**config.mk**
```make
export PLATFORM = sky130hd
export DESIGN_NAME = jtpopeye_dma_ctrl
export DESIGN_NICKNAME = d
export VERILOG_FILES = /design/src/rtl/jtpopeye_dma_ctrl.sv
export SDC_FILE = /design/constraint.sdc
export NUM_CORES = 1
export LEC_CHECK = 0
export BUFFER_PORTS_ARGS = -buffer_cell sky130_fd_sc_hd__buf_2
export CAP_MARGIN = 20
export CORE_MARGIN = 2
export CORE_UTILIZATION = 51
export DETAILED_ROUTE_END_ITERATION = 8
export GPL_TIMING_DRIVEN = 0
export PLACE_DENSITY = 0.81
export RECOVER_POWER = 100
export SYNTH_ARGS = -nofsm -noshare
export SYNTH_HDL_FRONTEND = slang
export SYNTH_SLANG_ARGS = --single-unit
```
**constraint.sdc**
```tcl
create_clock -name clk -period 2.5 [get_ports clk]
set_clock_uncertainty 0.1 [all_clocks]
set_input_delay 0.25 -clock clk [delete_from_list [all_inputs] [get_ports clk]]
set_output_delay 0.25 -clock clk [all_outputs]
set_load 0.03 [all_outputs]
```
**src/rtl/jtpopeye_dma_ctrl.sv**
```systemverilog
// jtpopeye_dma_ctrl
// Object-RAM DMA engine for the Popeye video board. Each rising edge of VB
// requests the Z80 bus and copies one LEN-byte burst from main RAM into the
// four object-RAM banks, moving one byte every four pxl_cen ticks.
//
// Parameters
//   LEN      bytes per burst (4..1024)
//   TOUT     bus-request timeout in pxl_cen ticks (timeout build only)
//
// Ports
//   clk       in   sole clock, rising edge
//   rst       in   synchronous, active-high reset
//   pxl_cen   in   pixel clock enable
//   VB        in   vertical blank
//   H[1:0]    in   pixel phase, steps 00,01,10,11 on pxl_cen
//   busak_n   in   Z80 bus acknowledge, active low
//   busrq_n   out  Z80 bus request, active low
//   dma_cs    out  main-RAM read enable
//   dma_addr  out  byte index within the burst
//   dma_we    out  one-hot write strobe, bank = dma_addr[9:8]
//   busy      out  engine not idle
//   done      out  one-clk pulse after the final write
//   overrun   out  sticky: VB rose while a burst was still in progress
//   tout_err  out  sticky: bus request timed out
//
// Build option
//   JTPOPEYE_DMA_TIMEOUT_EN  when defined, REQ gives up after TOUT ticks
//                            without a bus acknowledge; otherwise REQ waits
//                            forever and tout_err is tied low.

module jtpopeye_dma_ctrl #(
  parameter int LEN  = 1024,
  parameter int TOUT = 4095
) (
  input  logic       clk,
  input  logic       rst,
  input  logic       pxl_cen,
  input  logic       VB,
  input  logic [1:0] H,
  input  logic       busak_n,
  output logic       busrq_n,
  output logic       dma_cs,
  output logic [9:0] dma_addr,
  output logic [3:0] dma_we,
  output logic       busy,
  output logic       done,
  output logic       overrun,
  output logic       tout_err
);

  typedef enum logic [1:0] {
    IDLE,
    REQ,
    XFER,
    REL
  } state_t;

  localparam logic [9:0] LAST = 10'(LEN - 1);

  state_t state;
  state_t state_nx;

  logic vb_q;
  logic vb_rise;
  logic cs_q;
  logic inc_pend;
  logic wr_tick;
  logic last_wr;
  logic tout_hit;

  // VB edge detection runs every clk, not only on pxl_cen ticks.
  assign vb_rise = VB & ~vb_q;

  assign wr_tick = (state == XFER) && cs_q && pxl_cen && (H == 2'b11);
  assign last_wr = wr_tick && (dma_addr == LAST);

`ifdef JTPOPEYE_DMA_TIMEOUT_EN
  localparam logic [11:0] TOUT_CNT = 12'(TOUT);

  logic [11:0] tcnt;

  assign tout_hit = (state == REQ) && busak_n && (tcnt == TOUT_CNT);

  always_ff @(posedge clk) begin
    if (rst) begin
      tcnt     <= '0;
      tout_err <= 1'b0;
    end else begin
      if (state == IDLE && vb_rise) begin
        tcnt <= '0;
      end else if (state == REQ && pxl_cen && tcnt != '1) begin
        tcnt <= tcnt + 12'd1;
      end
      if (tout_hit) begin
        tout_err <= 1'b1;
      end
    end
  end
`else
  assign tout_hit = 1'b0;
  assign tout_err = 1'b0;
`endif

  // State register
  always_ff @(posedge clk) begin
    if (rst) begin
      state <= IDLE;
    end else begin
      state <= state_nx;
    end
  end

  // Next state and state-decoded outputs
  always_comb begin
    state_nx = state;
    busrq_n  = 1'b1;
    busy     = 1'b1;
    dma_cs   = cs_q;
    dma_we   = '0;

    case (state)
      IDLE: begin
        busy = 1'b0;
        if (vb_rise) begin
          state_nx = REQ;
        end
      end
      REQ: begin
        busrq_n = 1'b0;
        if (tout_hit) begin
          state_nx = IDLE;
        end else if (pxl_cen && H == 2'b01 && !busak_n) begin
          state_nx = XFER;
        end
      end
      XFER: begin
        busrq_n = 1'b0;
        if (last_wr) begin
          state_nx = REL;
        end
      end
      REL: begin
        // A VB rise coinciding with this exit is flagged as an overrun
        // below and, being consumed here, never starts a new burst.
        if (pxl_cen && busak_n) begin
          state_nx = IDLE;
        end
      end
      default: begin
        state_nx = IDLE;
      end
    endcase

    // Strobe is combinational so it lasts exactly the tick clk and can
    // never be seen outside XFER, even on the final byte.
    if (wr_tick) begin
      dma_we[dma_addr[9:8]] = 1'b1;
    end
  end

  // Datapath
  always_ff @(posedge clk) begin
    if (rst) begin
      vb_q     <= VB;
      cs_q     <= 1'b0;
      inc_pend <= 1'b0;
      dma_addr <= '0;
      done     <= 1'b0;
      overrun  <= 1'b0;
    end else begin
      vb_q <= VB;
      done <= last_wr;

      if (vb_rise && state != IDLE) begin
        overrun <= 1'b1;
      end

      case (state)
        IDLE: begin
          cs_q     <= 1'b0;
          inc_pend <= 1'b0;
          if (vb_rise) begin
            dma_addr <= '0;
          end
        end
        REQ: begin
          // Entry happens on an H=01 tick with busak_n low, which is
          // exactly the sample dma_cs would take on that tick.
          if (state_nx == XFER) begin
            cs_q <= 1'b1;
          end
        end
        XFER: begin
          if (pxl_cen) begin
            if (H == 2'b01) begin
              cs_q <= ~busak_n;
            end
            // Increment lands on the tick after the write; it is not
            // gated by cs_q, so a pause never splits a byte.
            if (inc_pend) begin
              dma_addr <= dma_addr + 10'd1;
              inc_pend <= 1'b0;
            end
            if (wr_tick && !last_wr) begin
              inc_pend <= 1'b1;
            end
            if (last_wr) begin
              cs_q <= 1'b0;
            end
          end
        end
        REL: begin
          cs_q     <= 1'b0;
          inc_pend <= 1'b0;
        end
        default: begin
          cs_q     <= 1'b0;
          inc_pend <= 1'b0;
        end
      endcase
    end
  end

endmodule

```
## Yosys cells after proc, flatten, opt, wreduce, memory -nomap -nowiden

Index checks and enable logic that the tools add are counted.

- Flip-flop bits (word level): 17
- Bits in latches: 0
- RAM bits: 0
- Memory bits (read-only): 0
- Input port bits: 7
- Output and inout bits: 20
- Logic and storage cells: 68
- Memories kept: 0

- Add/sub/neg operators: 1
- Multipliers: 0
- Div/mod/pow operators: 0
- Magnitude comparators: 2
- Equal/unequal tests: 12
- Shift operators: 0
- Mux-type cells: 22
- Bitwise logic cells: 3
- Reductions and logical operators: 21

Operators with widths:

| cell | count |
|---|---|
| two-way mux 10 bit | 3 |
| case mux 10 bit (2 select lines) | 1 |
| adder 10 x 1 -> 10 bit, second input constant | 1 |
| == test 10 bit, second input constant | 1 |
| logical AND 1 bit | 10 |
| two-way mux 1 bit | 9 |
| == test 2 bit, second input constant | 4 |
| two-way mux 2 bit | 4 |
| != test 2 bit, second input constant | 4 |
| case mux 2 bit (4 select lines) | 1 |
| nonzero test 2 bit | 3 |
| == test 2 x 1 -> 1 bit, second input constant | 2 |
| two-way mux 4 bit | 1 |
| AND reduction 4 bit | 1 |
| OR reduction 2 bit | 2 |
| < comparator 2 x 3 -> 1 bit, second input constant | 1 |
| != test 3 x 2 -> 1 bit, second input constant | 1 |
| case mux 1 bit (3 select lines) | 1 |
| AND reduction 3 bit | 1 |
| demux 1 bit (select 2 bit) | 1 |
| greater-or-equal comparator 2 x 1 -> 1 bit, second input constant | 1 |
| logical NOT 1 bit | 2 |
| logical NOT 2 bit | 1 |
| inverter 1 bit | 2 |
| 3 further kinds | 3 |

## Depth between registers and ports, before layout

Gate-level depths: netlist of run 1.

- Word-level depth: 10
- Depth in mapped cells: 9
- Mapped depth without buffers: 7

## Least setup slack after synthesis of run 1

OpenSTA, ideal clock, no wires.

- Kind: reg2out
- Start point: register state[0]
- End point: output dma_we[1]
- Arrival time: 1771 ps
- Required time: 2150 ps
- Setup slack: 379 ps
- Cell stages (with the launch flop): 7
- Path buffers: 1
- Cell sequence: dfxtp_1 > inv_1 > ha_1 > buf_6 > and3_4 > nand3_1 > nor3b_1

- Cells in the longest elaborated chain, start to end: 5

RTL lines:

| what | line | text |
|---|---|---|
| start: declaration | 60 | `state_t state;` |
| start signal: assignment | 109 | `state <= state_nx;` |
| == test 2 bit | 74 | `assign wr_tick = (state == XFER) && cs_q && pxl_cen && (H == 2'b11);` |
| logical AND 1 bit (3 in a row) | 74 |  |
| two-way mux 4 bit | 156 | `if (wr_tick) begin` |
| end: declaration | 44 | `output logic [3:0] dma_we,` |

Every way passes these cells.

## Worst setup path in the final report of run 1

- Start point: register state[0]
- End point: output dma_we[3]

Same word-level chain as after synthesis.

==> impl_metrics.ini, run 1 <==
[power_and_ir_drop]
power_density_mw_per_mm2 = 419.8
power.internal_mw = 0.3590
irDropWorstVdd_mv = 0.2983
switchingPower_mw = 0.1368
leakage_nw = 0.5040
p_comb_share_pct = 13.8
clock_power_share_pct = 30.3
seqPwrFrac_pct = 55.9
swShare_pct = 27.59

[setup_path]
worstRegToRegCells = 9
cp_num_buf_inv = 3
cp_slowest_stage_delay_ps = 410
crit_top_cell = and3_1
cp_num_cells = 7
cp.required_ps = 2150
crit_path_top_delay_cell = dfxtp_1
worstReg2RegStart = state[0]
critPathCaptureType = primary output
r2r_slack_ps = 250
startpoint_type = flip-flop
r2r_end = dma_addr[5]
path_max_fanout = 8
worstSetupPathType = flip-flop to primary output
path_cells = inv_1 -> ha_1 -> buf_6 -> and3_1 -> and3_1 -> and3_1 -> buf_2
cpLargestDelayFamily = simple AND/OR/NAND/NOR gates
worstPathArrival_ps = 1980

[global_route]
met1_usage_pct = 25.81
grt_usage_pct = 19.30
antenna_found_initial = 0
grt_start_max_net_pins = 11
use_met3_pct = 4.908
grt_use_met2_pct = 30.14
overflow = 0
grt_pass1_wl_mm = 3.719
grt_pass1_vias = 852
grt_busiest_layer = met2

[clock_tree]
clock_latency_ps = 290
cts_sinks = 17
cts_resized = 0
ctsHoldBuffers = 1
cts_made_buffers = 3
cts_setup_buffers = 0
ctsRootBufferMaster = clkbuf_4
path_clk_slew_ps = 100
ctsLongestPathBuffers = 2
h-tree-depth = 1
cts_tree = done

[floorplanning]
die_area_mm2 = 0.002402
io_pins = 27
die_y_um = 49.02
fp-row-count = 16
start_util_pct = 53.22
die_width_um = 49.02
core_mm2 = 0.001942

[min_path]
whs_endpoint = done
hold_depth = 2
hold_path.class = input pin to flip-flop
min-delay-start = rst

[drt]
routed_wl_mm = 2.115
final_antenna_net_count = 0
wl_per_cell_um = 12.16
vias = 951
drtIter0Drc = 16
first_pass_iters = 4
vias_per_cell = 5.466
remaining_drc_errors = 0

[synth]
synth_edf_count = 0
syn_inst = 118
synth-compound-area-share_pct = 14.04
synth-simple-area-share_pct = 31.11
synth-xor-area-share_pct = 6.780
netlist_area_mm2 = 0.001033
ys.flop_type = dfxtp_1
ys_warn_count = 0
ys_types = 43
synth-async-reset-ratio_pct = 0
synth_mux_area_share_pct = 1.937
synth_nets = 131
synth_area_per_cell_um2 = 8.758
ys_ff_latch = 17
synth-adder-area-share_pct = 7.264
ys_seq_area_share_pct = 32.93
synth_top_family_by_area = simple AND/OR/NAND/NOR gates

[timing]
finalHoldViolCount = 0
rsz0062_at_grt = false
timing.final.ws_setup_ps = 174.9
min_period_over_period_pct = 93.00
fin_tns_setup_ps = 0
period_needed_ps = 2325
maxSlewHeadroom_pct = 57.33
tightest_slew_ps = 638.8
max_freq_mhz = 430.1
setup_viol = 0
finalMaxSlewViolations = 0

[layout]
fillers = 189
syn2layout_area_growth_pct = 14.29
final_cell_area_mm2 = 0.001181
fin_nets = 161
n_antenna_cell = 0
utilization_pct = 60.82
final_cell_count_no_fill = 174
drive_above_1_share_pct = 12.93

[place]
io_buffer_count = 24
dpl-instance-area_mm2 = 0.001187
place_ws_ps = 529.5
place.gp.congestion = 0.8896
dp.cells = 169
dpl.hpwl_mm = 1.519

[status]
outcome = completed

[run]
cap_violations = 0
-- logic make-up (layout without fill, tap and decap cells) --
family | Yosys count | count (layout)
AOI/OAI and AO/OA | 18 | 18
adders and majority gates | 6 | 6
xor gates and xnor gates | 8 | 8
buffers and inverters | 11 | 40
DFF | 17 | 17
muxes | 2 | 2
other | 1 | 1
and+or+nand+nor | 55 | 55
-- registers in the layout, summed over array words and instances (netlist names) --
name and flops:
dma_addr 10, dma_cs 1, vb_q 1, state 2, inc_pend 1, done 1, overrun 1
-- worst max path at each step --
| stage | start | endpoint | slack, ps |
|---|---|---|---|
| after floorplan | state[0] | dma_we[1] | 380 |
| after global placement | state[0] | dma_cs | 550 |
| after detailed placement | state[0] | dma_cs | 530 |
| after CTS | state[0] | dma_we[1] | 260 |
| after global routing | state[0] | dma_we[3] | 60 |
| final | state[0] | dma_we[3] | 170 |
-- synth_stat cells (all sizes together), types with 2 or more instances --
cell    number  share of area [%]
nor2        19                7.1
dfxtp       17                 33
and3         6                4.6
ha           6                7.3
inv          6                2.2
xor2         6                5.1
buf          5                3.4
nand2        5                1.8
nand2b       4                2.4
nand3        4                1.9
nand4        4                2.4
a21oi        3                1.5
and2         3                2.1
and4         3                3.0
mux2i        2                1.9
nor3b        2                1.5
o21ai        2               0.97
o21bai       2                1.5
xnor2        2                1.7
-- cells in the final DEF (no fill, tap or decap), types with 2 or more instances in the layout --
cell type  netlist  layout
a21oi_1          3       3
and2_1           2       2
and3_1           4       6
and4_1           1       2
buf_2            1       6
clkbuf_1         0      19
clkbuf_2         0       2
clkbuf_4         0       3
dfxtp_1         17      17
ha_1             6       6
inv_1            6       6
mux2i_1          2       2
nand2_1          5       5
nand2b_1         4       4
nand3_1          4       4
nand4_1          4       4
nor2_1          18      18
nor3b_1          2       2
o21ai_0          2       2
o21bai_1         2       2
xnor2_1          2       2
xor2_1           6       6
-- power groups by stage --
stage          Sequential [mW]  Clock, mW  Combinational [mW]
2_1_floorplan            0.285          0              0.0483
3_5_place_dp             0.283          0              0.0697
4_1_cts                  0.277      0.152              0.0713
5_1_grt                  0.278      0.176              0.0743
6_report                 0.277      0.150              0.0684
3_3_place_gp             0.283          0              0.0688
-- area by class of cell --
type                            instances  area (µm²)  area share, %
Tap cell                               27       33.78          2.860
Multi-Input combinational cell         90       618.1          52.33
Inverter                                6       22.52          1.907
Clock buffer                            4       26.28          2.225
Buffer                                  5       31.28          2.648
Sequential cell                        17       340.3          28.81
Timing Repair Buffer                   25       108.9          9.216
-- routing by layer --
| metal | up-vias | routed length (µm) |
|---|---|---|
| li1 | 473 | - |
| met1 | 441 | 1060 |
| met2 | 35 | 915 |
| met3 | 2 | 121 |
| met4 | 0 | 18 |
| met5 | - | 0 |
-- through the flow --
step / hold WS (ps) / power, mW
final: 221.2 / 0.4958
after CTS: 220.0 / 0.5004
after detailed placement: 284.3 / 0.3528
after floorplan: 177.7 / 0.3337
after global routing: 271.0 / 0.5277
after global placement: 280.2 / 0.3517
Note: power is estimated with default switching activity, not from simulation.
==> run 2: changes to the inputs <==
--- a/config.mk
+++ b/config.mk
@@ -5,13 +5,13 @@
 export SDC_FILE = /design/constraint.sdc
 export NUM_CORES = 1
 export LEC_CHECK = 0
-export BUFFER_PORTS_ARGS = -buffer_cell sky130_fd_sc_hd__buf_2
+export BUFFER_PORTS_ARGS = -buffer_cell sky130_fd_sc_hd__buf_4
 export CAP_MARGIN = 20
 export CORE_MARGIN = 2
-export CORE_UTILIZATION = 51
+export CORE_UTILIZATION = 30
 export DETAILED_ROUTE_END_ITERATION = 8
 export GPL_TIMING_DRIVEN = 0
-export PLACE_DENSITY = 0.81
+export PLACE_DENSITY = 0.47
 export RECOVER_POWER = 100
 export SYNTH_ARGS = -nofsm -noshare
 export SYNTH_HDL_FRONTEND = slang
==> impl_metrics.ini, run 2 (synthesis results as in run 1) <==
[layout]
utilization_pct = 37.07
largest_register_ffs = 10
layout_commonest_cell = nor2_1
final_cell_area_mm2 = 0.001227
n_antenna_cell = 0
drive_above_1_share_pct = 15.65
syn2layout_area_growth_pct = 18.77
top_register = dma_addr
final_cell_count_no_fill = 193
largest_registers = dma_addr (10), state (2)
layout_common_cells = nor2_1 (18), clkbuf_1 (17), dfxtp_1 (17)
fin_nets = 161

[setup_path]
crit_path_top_delay_cell = dfxtp_1
cp-startpoint = state[0]
worstReg2RegStart = state[0]
startpoint_type = flip-flop
r2r_end = dma_addr[5]
cp.required_ps = 2150
setup.worst_path.end = dma_we[1]
r2r_slack_ps = 280
cp_slowest_stage_delay_ps = 350
worstSetupPathType = flip-flop to primary output
cpLargestDelayFamily = simple AND/OR/NAND/NOR gates
cp_num_buf_inv = 3
cp_num_cells = 7
path_max_fanout = 8
worstRegToRegCells = 9
critPathCaptureType = primary output
path_cells = inv_1 -> ha_1 -> buf_6 -> and3_1 -> nand3_1 -> nor3b_1 -> clkbuf_2
worstPathArrival_ps = 1920

[global_route]
grt_pass1_vias = 929
grt_pass1_wl_mm = 4.126
overflow = 0
grt_usage_pct = 13.06
antenna_found_initial = 0
grt_start_max_net_pins = 11

[clock_tree]
cts_resized = 0
cts_tree = done
cts_sinks = 17
cts_made_buffers = 3
cts_setup_buffers = 0
ctsLongestPathBuffers = 2
ctsRootBufferMaster = clkbuf_4
path_clk_slew_ps = 110
h-tree-depth = 1
clock_latency_ps = 300

[drt]
final_antenna_net_count = 0
routed_wl_mm = 2.435
drtIter0Drc = 21
remaining_drc_errors = 0
vias = 933
wl_per_cell_um = 12.62
vias_per_cell = 4.834
first_pass_iters = 6

[place]
place.gp.congestion = 0.7793
dpl-instance-area_mm2 = 0.001271
io_buffer_count = 24
dp.cells = 188
dpl.hpwl_mm = 1.810

[timing]
setup_viol = 0
min_period_over_period_pct = 90.93
fin_tns_setup_ps = 0
max_freq_mhz = 439.9
rsz0062_at_grt = false
maxSlewHeadroom_pct = 57.96
holdWs_ps = 242.3
finalMaxSlewViolations = 0
finalHoldViolCount = 0
period_needed_ps = 2273
tightest_slew_ps = 629.3

[floorplanning]
io_pins = 27
start_util_pct = 31.22
die_width_um = 62.70
core_mm2 = 0.003311
die_area_mm2 = 0.003931
die_y_um = 62.70
fp-row-count = 21

[power_and_ir_drop]
irDropWorstVdd_mv = 0.1615
leakage_nw = 0.5123
power_density_mw_per_mm2 = 413.8

[status]
outcome = completed

[min_path]
hold_path.class = input pin to flip-flop

[run]
cap_violations = 0
==> run 2: where the power goes <==
part           switching (mW)  total (mW)  internal (mW)
logic                  0.0475      0.0728         0.0253
clock network          0.0986       0.158         0.0597
registers             0.00253       0.277          0.274
total                   0.149       0.508          0.359
==> run 2: how the worst min path moves through the flow <==
stage	from	end	slack, ps	depth (start not counted)
after CTS	pxl_cen	inc_pend	230	4
final	rst	done	240	2
after global routing	pxl_cen	inc_pend	260	4
after floorplan	VB	vb_q	180	0
after global placement	VB	vb_q	270	1
after detailed placement	VB	vb_q	280	1
==> run 2: area by class of cell <==
type	count	area (µm²)
buffer	5	31.28
clock buffer	3	22.52
clock inverter	1	5.005
fill	390	2083
inverter	6	22.52
multi-input combinational	90	628.1
sequential	17	340.3
tap	46	57.56
timing repair buffer	25	120.1
==> run 2: metal layers <==
layer | wire, µm | part of all wire, % | vias to the layer above | global-route usage, %
li1 | - | - | 472 | -
met1 | 1177 | 48 | 432 | 17.17
met2 | 1075 | 44 | 25 | 19.89
met3 | 155 | 6.4 | 4 | 3.604
met4 | 27 | 1.1 | 0 | 5.833
met5 | 0 | 0 | - | 0
==> run 2: per-stage QoR <==
step / power, mW / worst slack [ps]
after floorplan: 0.3337 / 379.2
after global placement: 0.3595 / 524.5
after detailed placement: 0.3602 / 503.4
after CTS: 0.5229 / 257.7
after global routing: 0.5398 / 96.13
final: 0.5079 / 226.8
==> run 2: repair_timing <==
| action | 4_1_cts | 5_1_grt |
|---|---|---|
| hold buffers | 1 | 0 |
| setup endpoints to repair | 0 | 0 |
| endpoints found under the hold margin | 1 | 0 |
